File: src/rtl/ides_word_align_ctrl_pkg.sv
// Shared definitions for the IDES8 word-alignment controller: state encodings,
// default clock-lane pattern and counter widths.
package ides_word_align_ctrl_pkg;

    typedef enum logic [2:0] {
        ST_IDLE   = 3'd0,
        ST_CHECK  = 3'd1,
        ST_SLIP   = 3'd2,
        ST_WAIT   = 3'd3,
        ST_LOCKED = 3'd4,
        ST_FAIL   = 3'd5
    } align_state_e;

    localparam logic [7:0] DEFAULT_PATTERN = 8'hF0;
    localparam int         RUN_W           = 8;
    localparam int         SLIP_W          = 4;
    localparam int         WAIT_W          = 4;

    function automatic logic [RUN_W-1:0] sat_inc8(input logic [RUN_W-1:0] v);
        return (v == {RUN_W{1'b1}}) ? v : v + 8'd1;
    endfunction

endpackage

File: src/rtl/ides_word_align_ctrl_run_cnt.sv
// Saturating consecutive-event counter; hit flags the event that reaches thresh.
module align_run_cnt
    import ides_word_align_ctrl_pkg::*;
(
    input  logic             clk_sys,
    input  logic             rst_b,
    input  logic             clr,
    input  logic             inc,
    input  logic [RUN_W-1:0] thresh,
    output logic             hit
);

    logic [RUN_W-1:0] cnt;
    logic [RUN_W-1:0] cnt_nxt;

    always_comb begin
        cnt_nxt = sat_inc8(cnt);
        hit     = inc && !clr && (cnt_nxt >= thresh);
    end

    always_ff @(posedge clk_sys or negedge rst_b) begin
        if (!rst_b) begin
            cnt <= '0;
        end else if (clr) begin
            cnt <= '0;
        end else if (inc) begin
            cnt <= cnt_nxt;
        end
    end

endmodule

File: src/rtl/ides_word_align_ctrl.sv
// Bit-slip word aligner for the IDES8 lanes: slips until the clock lane shows
// PATTERN, holds lock, and requests delay recalibration if no position matches.
//
//  state  | meaning
//  IDLE   | delay calibration not done, everything held clear
//  CHECK  | comparing clock-lane word, counting consecutive matches
//  SLIP   | one-cycle calib pulse, slip counter advanced
//  WAIT   | deserializer settling after a slip, compares ignored
//  LOCKED | aligned, counting consecutive misses
//  FAIL   | all slip positions exhausted, waiting for cal drop or realign
module ides_word_align_ctrl
    import ides_word_align_ctrl_pkg::*;
#(
    parameter logic [7:0] PATTERN    = DEFAULT_PATTERN,
    parameter int         CALIB_WAIT = 4,
    parameter int         LOCK_CNT   = 16,
    parameter int         LOSS_CNT   = 4,
    parameter int         MAX_SLIP   = 8
) (
    input  logic              pclk,
    input  logic              rst,
    input  logic              cal,
    input  logic              realign,
    input  logic [7:0]        q_ck,
    output logic              calib,
    output logic              aligned,
    output logic              align_err,
    output logic              recal_req,
    output logic [SLIP_W-1:0] slip_cnt
);

    localparam logic [WAIT_W-1:0] WAIT_LD  = 4'(CALIB_WAIT);
    localparam logic [RUN_W-1:0]  LOCK_TH  = 8'(LOCK_CNT);
    localparam logic [RUN_W-1:0]  LOSS_TH  = 8'(LOSS_CNT);
    localparam logic [SLIP_W-1:0] SLIP_MAX = 4'(MAX_SLIP);

    align_state_e      state;
    logic [WAIT_W-1:0] wait_cnt;

    logic q_match;
    logic chk_run;
    logic lk_run;
    logic match_inc, match_clr, match_hit;
    logic miss_inc, miss_clr, miss_hit;

    always_comb begin
        q_match   = (q_ck == PATTERN);
        chk_run   = cal && !realign && (state == ST_CHECK);
        lk_run    = cal && !realign && (state == ST_LOCKED);
        match_inc = chk_run && q_match;
        match_clr = !match_inc;
        miss_inc  = lk_run && !q_match;
        miss_clr  = !miss_inc;
    end

    align_run_cnt u_match_cnt (
        .clk_sys (pclk),
        .rst_b   (rst),
        .clr     (match_clr),
        .inc     (match_inc),
        .thresh  (LOCK_TH),
        .hit     (match_hit)
    );

    align_run_cnt u_miss_cnt (
        .clk_sys (pclk),
        .rst_b   (rst),
        .clr     (miss_clr),
        .inc     (miss_inc),
        .thresh  (LOSS_TH),
        .hit     (miss_hit)
    );

    always_ff @(posedge pclk or negedge rst) begin
        if (!rst) begin
            state     <= ST_IDLE;
            calib     <= 1'b0;
            aligned   <= 1'b0;
            align_err <= 1'b0;
            recal_req <= 1'b0;
            slip_cnt  <= '0;
            wait_cnt  <= '0;
        end else begin
            calib     <= 1'b0;
            recal_req <= 1'b0;
            if (!cal) begin
                state     <= ST_IDLE;
                aligned   <= 1'b0;
                align_err <= 1'b0;
                slip_cnt  <= '0;
                wait_cnt  <= '0;
            end else if (realign) begin
                state     <= ST_CHECK;
                aligned   <= 1'b0;
                align_err <= 1'b0;
                slip_cnt  <= '0;
                wait_cnt  <= '0;
            end else begin
                case (state)
                    ST_IDLE: state <= ST_CHECK;
                    ST_CHECK: begin
                        if (q_match) begin
                            if (match_hit) begin
                                state   <= ST_LOCKED;
                                aligned <= 1'b1;
                            end
                        end else if (slip_cnt >= SLIP_MAX) begin
                            state     <= ST_FAIL;
                            align_err <= 1'b1;
                            recal_req <= 1'b1;
                        end else begin
                            state    <= ST_SLIP;
                            calib    <= 1'b1;
                            slip_cnt <= slip_cnt + 4'd1;
                            wait_cnt <= WAIT_LD;
                        end
                    end
                    // The wait count spans the slip cycle itself, so the next
                    // compare lands CALIB_WAIT edges after calib falls.
                    ST_SLIP, ST_WAIT: begin
                        wait_cnt <= wait_cnt - 4'd1;
                        state    <= (wait_cnt <= 4'd1) ? ST_CHECK : ST_WAIT;
                    end
                    ST_LOCKED: begin
                        if (miss_hit) begin
                            state    <= ST_CHECK;
                            aligned  <= 1'b0;
                            slip_cnt <= '0;
                        end
                    end
                    ST_FAIL: state <= ST_FAIL;
                    default: state <= ST_IDLE;
                endcase
            end
        end
    end

endmodule
File: config.mk
export PLATFORM = sky130hd
export DESIGN_NAME = ides_word_align_ctrl
export DESIGN_NICKNAME = d
export VERILOG_FILES = /design/src/rtl/ides_word_align_ctrl_pkg.sv /design/src/rtl/ides_word_align_ctrl_run_cnt.sv /design/src/rtl/ides_word_align_ctrl.sv
export SDC_FILE = /design/constraint.sdc
export NUM_CORES = 1
export LEC_CHECK = 0
export CAP_MARGIN = 40
export CORE_UTILIZATION = 55
export CTS_CLUSTER_SIZE = 25
export DETAILED_ROUTE_END_ITERATION = 10
export HOLD_SLACK_MARGIN = 0.05
export PLACE_DENSITY = 0.78
export RECOVER_POWER = 50
export SETUP_SLACK_MARGIN = 0.15
export SLEW_MARGIN = 20
export SYNTH_ARGS = -nofsm -noshare
export SYNTH_HDL_FRONTEND = slang
export SYNTH_SLANG_ARGS = --single-unit
export TNS_END_PERCENT = 50
File: constraint.sdc
create_clock -name pclk -period 2.5 [get_ports pclk]
set_clock_uncertainty 0.1 [all_clocks]
set_input_delay 0.5 -clock pclk [delete_from_list [all_inputs] [get_ports pclk]]
set_output_delay 0.5 -clock pclk [all_outputs]
set_load 0.01 [all_outputs]
After elaboration in Yosys (flattened, before gate mapping)

Cells that the tools add are included.

Bits in registers: 31
Input port bits: 12
Output and inout port bits: 8
Logic and storage cells: 96

$add $sub $neg: 4
$lt $le $gt $ge: 4
Equal/unequal tests: 19
Multiplexer cells: 44
Reductions and logical operators: 16

Operators with widths:

| cell                                                                                 | count |
|---|---|
| 4-bit 2-to-1 mux                                                                     | 9 |
| 8-bit 2-to-1 mux                                                                     | 4 |
| 8-bit == test (second input constant)                                                | 3 |
| 1-bit 2-to-1 mux                                                                     | 20 |
| 4-bit != test (second input constant)                                                | 5 |
| 3-bit 2-to-1 mux                                                                     | 6 |
| 8-bit by 1-bit adder with 8-bit output (second input constant)                       | 2 |
| 4-bit one-hot mux with 2 select lines                                                | 2 |
| 3-bit one-hot mux with 5 select lines                                                | 1 |
| 8-bit by 3-bit greater-or-equal comparator with 1-bit output (second input constant) | 1 |
| 8-bit by 5-bit greater-or-equal comparator with 1-bit output (second input constant) | 1 |
| 4-bit by 1-bit != test with 1-bit output (second input constant)                     | 2 |
| 4-bit AND reduction                                                                  | 2 |
| 1-bit logical AND                                                                    | 7 |
| 3-bit by 2-bit == test with 1-bit output (second input constant)                     | 2 |
| 3-bit == test (second input constant)                                                | 2 |
| 3-bit by 1-bit != test with 1-bit output (second input constant)                     | 2 |
| 3-bit AND reduction                                                                  | 2 |
| 5-bit != test (second input constant)                                                | 1 |
| 4-bit by 1-bit adder with 4-bit output (second input constant)                       | 1 |
| 4-bit greater-or-equal comparator (second input constant)                            | 1 |
| 4-bit by 1-bit less-or-equal comparator with 1-bit output (second input constant)    | 1 |
| 4-bit by 1-bit subtractor with 4-bit output (second input constant)                  | 1 |
| 3-bit by 1-bit == test with 1-bit output (second input constant)                     | 1 |
| other kinds (7)                                                                      | 8 |

Logic depth before layout (Yosys ltp)

Word-level depth: 10
Depth in mapped cells: 7
Gate-level depth less buffers: 7

Modules after synthesis

Synthesis repeated with hierarchy kept, for this count alone.

Cells, all modules: 282
Area, all modules: 2506.2 um^2

By module, submodules not included:

| module               | times used | cells each | area each (um^2) | seq. area each (um^2) |
|---|---|---|---|---|
| align_run_cnt        | 2          | 90         | 789.5            | 200.2 |
| ides_word_align_ctrl | 1          | 102        | 927.1            | 375.4 |

Worst setup path after synthesis

No wires, ideal clock.

Path kind: input -> register
From: input port q_ck[1]
To: register slip_cnt[2]
Setup time: 73 ps
Data arrival time: 2005 ps
Slack: 322 ps
Stages: 7
Path buffers: 1
Path through: or4_4 -> or2_0 -> clkbuf_2 -> and3_1 -> o32a_2 -> a21bo_1 -> a21oi_2

Word-level cells in the longest chain between the ends: 6

RTL lines:

| element                         | RTL line                           | RTL |
|---|---|---|
| from (decl)                     | ides_word_align_ctrl.sv:24         | `input logic [7:0] q_ck,` |
| 8-bit == test *                 | ides_word_align_ctrl.sv:47         | `q_match = (q_ck == PATTERN);` |
| 1-bit logical NOT               | ides_word_align_ctrl.sv:52         | `miss_inc = lk_run && !q_match;` |
| 1-bit logical AND               | ides_word_align_ctrl.sv:52         |  |
| 1-bit logical AND               | ides_word_align_ctrl_run_cnt.sv:18 | `hit = inc && !clr && (cnt_nxt >= thresh);` |
| 4-bit != test (no line)         | n/a                                |  |
| 4-bit AND reduction (no line) * | n/a                                |  |
| to (signal assigned)            | ides_word_align_ctrl.sv:114        | `slip_cnt <= slip_cnt + 4'd1;` |
| to (decl)                       | ides_word_align_ctrl.sv:29         | `output logic [SLIP_W-1:0] slip_cnt` |

Mark *: on every way between the ends. The rest lies on a longest branch, timed or not.
A chain may end at the register's enable or synchronous reset.

Final worst setup path

From: input port q_ck[1]
To: register aligned

Word-level cells in the longest chain between the ends: 6

RTL lines:

| element                         | RTL line                           | RTL |
|---|---|---|
| 8-bit == test *                 | ides_word_align_ctrl.sv:47         |  |
| 1-bit logical NOT               | ides_word_align_ctrl.sv:52         |  |
| 1-bit logical AND               | ides_word_align_ctrl.sv:52         |  |
| 1-bit logical AND               | ides_word_align_ctrl_run_cnt.sv:18 |  |
| 4-bit != test (no line)         | n/a                                |  |
| 4-bit AND reduction (no line) * | n/a                                |  |
| to (signal assigned)            | ides_word_align_ctrl.sv:78         | `aligned <= 1'b0;` |
| to (signal assigned)            | ides_word_align_ctrl.sv:88         | `aligned <= 1'b0;` |
| to (signal assigned)            | ides_word_align_ctrl.sv:94         | `aligned <= 1'b0;` |
| to (decl)                       | ides_word_align_ctrl.sv:26         | `output logic aligned,` |

Marked as above.

==> metrics.cfg <==
[power]
pwr-share-clk_pct = 40.4
powerDensity_mw_per_mm2 = 460.6
sw_frac_of_total_pct = 22.34
cellLeakagePower_nw = 0.9454
comb_power_share_pct = 8.7
vdd_drop_max_uv = 360.4
p_sw_mw = 0.2274
p_seq_share_pct = 50.9
p_int_mw = 0.7904

[clock_network]
cts_made_buffers = 5
insertion_delay_ns = 0.34
cts-root-buf = clkbuf_4
postCtsResizedCells = 1
clockBufferDepth = 2
h-tree-depth = 2
cts_tree = built
cts_setup_buffers = 0
clock_sinks = 31
clkTransAtPathRegs_ns = 0.09
cts_hold_buf = 0

[placement]
io_buffers = 19
gp_congestion = 0.8600
post-place-ws_ns = -0.1368
dp_cells = 260
dp_hpwl_um = 2755

[floorplan]
dieArea_mm2 = 0.003471
rows = 20
coreArea_mm2 = 0.003053
start_util_pct = 58.36
io_pins = 20
die_y_um = 58.92
fp.dieW_um = 58.92

[final_layout]
antenna_cells = 0
drive_gt1_share_pct = 16.96
fillers = 232
area.sequential_um2 = 775.7
multi_input_area_um2 = 992.2
final_nets = 241
final-instance-count-excl-fill = 268
syn_to_final_growth_pct = 24.02

[grt]
grt_max_degree = 32
grt_use_total_pct = 24.70
antenna_found_initial = 0
grt_pass1_wl_um = 6451
overflow = 0
grt_pass1_vias = 1519

[detailed_routing]
avgViaCountPerCell = 5.951
finalWirelength_um = 3866
route.vias.total = 1595
first_pass_iters = 4
drt-initial-drc-count = 116
postRouteAntennaNets = 0
drc_errors = 0
wl_per_cell_um = 14.43

[yosys]
synth_top_area_share_pct = 43.54
synth_xor_area_share_pct = 2.458
syn-cell-area_mm2 = 0.001782
syn_inst = 192
yosysSeqAreaShare_pct = 43.54
synth-compound-area-share_pct = 14.96
synth_area_leader_cell = dfrtp_1
synth_top_family_by_area = simple AND/OR/NAND/NOR gates
synth_fp_nets = 210
ys_warn_count = 0
synth_edf_count = 0
synthSimpleGateAreaFrac_pct = 28.02
yosys-top-cells-area = dfrtp_1, nor2_1, ha_1, nor3_1, mux2i_1
async_reset_ff_share_pct = 100.0
synth_seq_cells = 31
synth_most_common_cell = dfrtp_1
synthAdderAreaFrac_pct = 4.213
yosysUniqueCellTypes = 53
synth_mux_area_share_pct = 3.441
ys.flop_type = dfrtp_1
syn_avg_cell_area_um2 = 9.280
synthTopCellsByCount = dfrtp_1, nor2_1, nor3_1

[critical_path]
worstPathRequired_ns = 2.62
r2r_slack_ns = 0.25
crit_type = primary input to flip-flop
worst_setup_path_start_kind = primary input
cp.arrival_ns = 2.46
critPathMaxFanout = 4
end_kind = flip-flop

[sta]
hold_viol_final = 0
post-route-min-period_ns = 2.339
slew_headroom_pct = 48.75
drv_slew = 0
fin_ws_ns = 0.1613
finalCritPeriodShare_pct = 93.55
clock.fmax_ghz = 0.4276
setup_viol = 0
rsz0062_at_grt = yes
tightest_slew_ns = 0.7687

[status]
status = completed

[hold_path]
worstHoldPathType = flip-flop to flip-flop

[job]
drv_cap = 0

## cell families after synthesis
logic type | after synthesis
flops | 31
compound gates | 38
buf+inv | 13
mux | 6
xor+xnor | 5
simple gates | 93
fa+ha+maj | 6
## state kept, by name (all words and copies together) (netlist names), 3 cells and up
signal,count
wait_cnt,4
state,3
u_match_cnt.cnt,8
u_miss_cnt.cnt,8
slip_cnt,4
## area by class of cell
type	instances	area share (%)
well taps	44	2.492
repair buffers	32	12.74
multi-input cells	148	44.90
clock inverters	2	1.586
inverters	5	0.8494
flip-flops and latches	31	35.11
clock buffers	6	2.322
## placed cells by master (no fill, tap or decap), types with 2 or more instances in the layout
cell | Yosys | routed
nand4_1 | 6 | 6
a211oi_1 | 4 | 3
and4b_1 | 2 | 2
xnor2_1 | 3 | 3
a31oi_1 | 6 | 5
nor3_2 | 1 | 2
ha_1 | 6 | 5
and3_1 | 3 | 3
nor3_1 | 13 | 12
inv_1 | 5 | 5
nor2_1 | 28 | 28
o21ai_0 | 5 | 5
dfrtp_1 | 31 | 31
o22ai_1 | 3 | 3
a21oi_1 | 5 | 4
a21oi_2 | 1 | 2
mux2i_1 | 5 | 5
clkbuf_4 | 0 | 5
nor3b_1 | 3 | 3
buf_4 | 0 | 11
nand2_1 | 9 | 8
nor2b_1 | 2 | 2
nand2b_1 | 4 | 4
clkdlybuf4s50_1 | 0 | 16
xor2_1 | 2 | 2
dlygate4sd3_1 | 0 | 3
and2_1 | 2 | 2
nand3_1 | 10 | 10
## metrics by stage
stage | total power, mW | utilization, % | instance area, µm² | hold WS [ns] | setup TNS [ns]
5_1_grt | 1.057 | 72.38 | 2210 | 0.4118 | 0
3_5_place_dp | 0.6129 | 68.24 | 2083 | 0.3804 | -0.8033
4_1_cts | 1.023 | 71.27 | 2176 | 0.4014 | 0
3_3_place_gp | 0.6104 | 68.24 | 2083 | 0.3635 | -0.2683
6_report | 1.018 | 72.38 | 2210 | 0.3960 | 0
2_1_floorplan | 0.5625 | - | 1782 | 0.1044 | 0
## per-layer routing
| layer | vias up | global-route usage [%] | wire [µm] |
|---|---|---|---|
| met1 | 780 | 32.11 | 1692 |
| met2 | 46 | 40.58 | 1969 |
| met5 | - | 0 | 0 |
| met4 | 0 | 8.844 | 27 |
| met3 | 3 | 5.275 | 177 |
| li1 | 766 | - | - |
## path summary, 6_finish.rpt
path	startpoint	endpoint	cells after the start
min in group asynchronous	rst	u_match_cnt.cnt[7]$_DFF_PN0_	2
worst min-delay path	aligned$_DFFE_PN0P_	aligned$_DFFE_PN0P_	1
worst max-delay path	q_ck[1]	aligned$_DFFE_PN0P_	6
max in group asynchronous	rst	u_miss_cnt.cnt[1]$_DFF_PN0_	2
worst max register to register	u_match_cnt.cnt[0]$_DFF_PN0_	aligned$_DFFE_PN0P_	7
worst min register to register	aligned$_DFFE_PN0P_	aligned$_DFFE_PN0P_	1
## power by group through the flow
stage                     Combinational, mW  Sequential [mW]  Clock, mW
final                                0.0886            0.518      0.412
after global routing                 0.0984            0.519      0.440
after CTS                            0.0870            0.517      0.419
after detailed placement             0.0856            0.527          0
after global placement               0.0836            0.527          0
after floorplan                      0.0366            0.526          0
## worst max-delay path: stages
cell and delay [ns]:
clkdlybuf4s50_1 0.40, or4_1 0.53, or2_1 0.27, o22ai_1 0.36, nor3_2 0.08, mux2_1 0.31
Power figures use the tool's default switching activity.
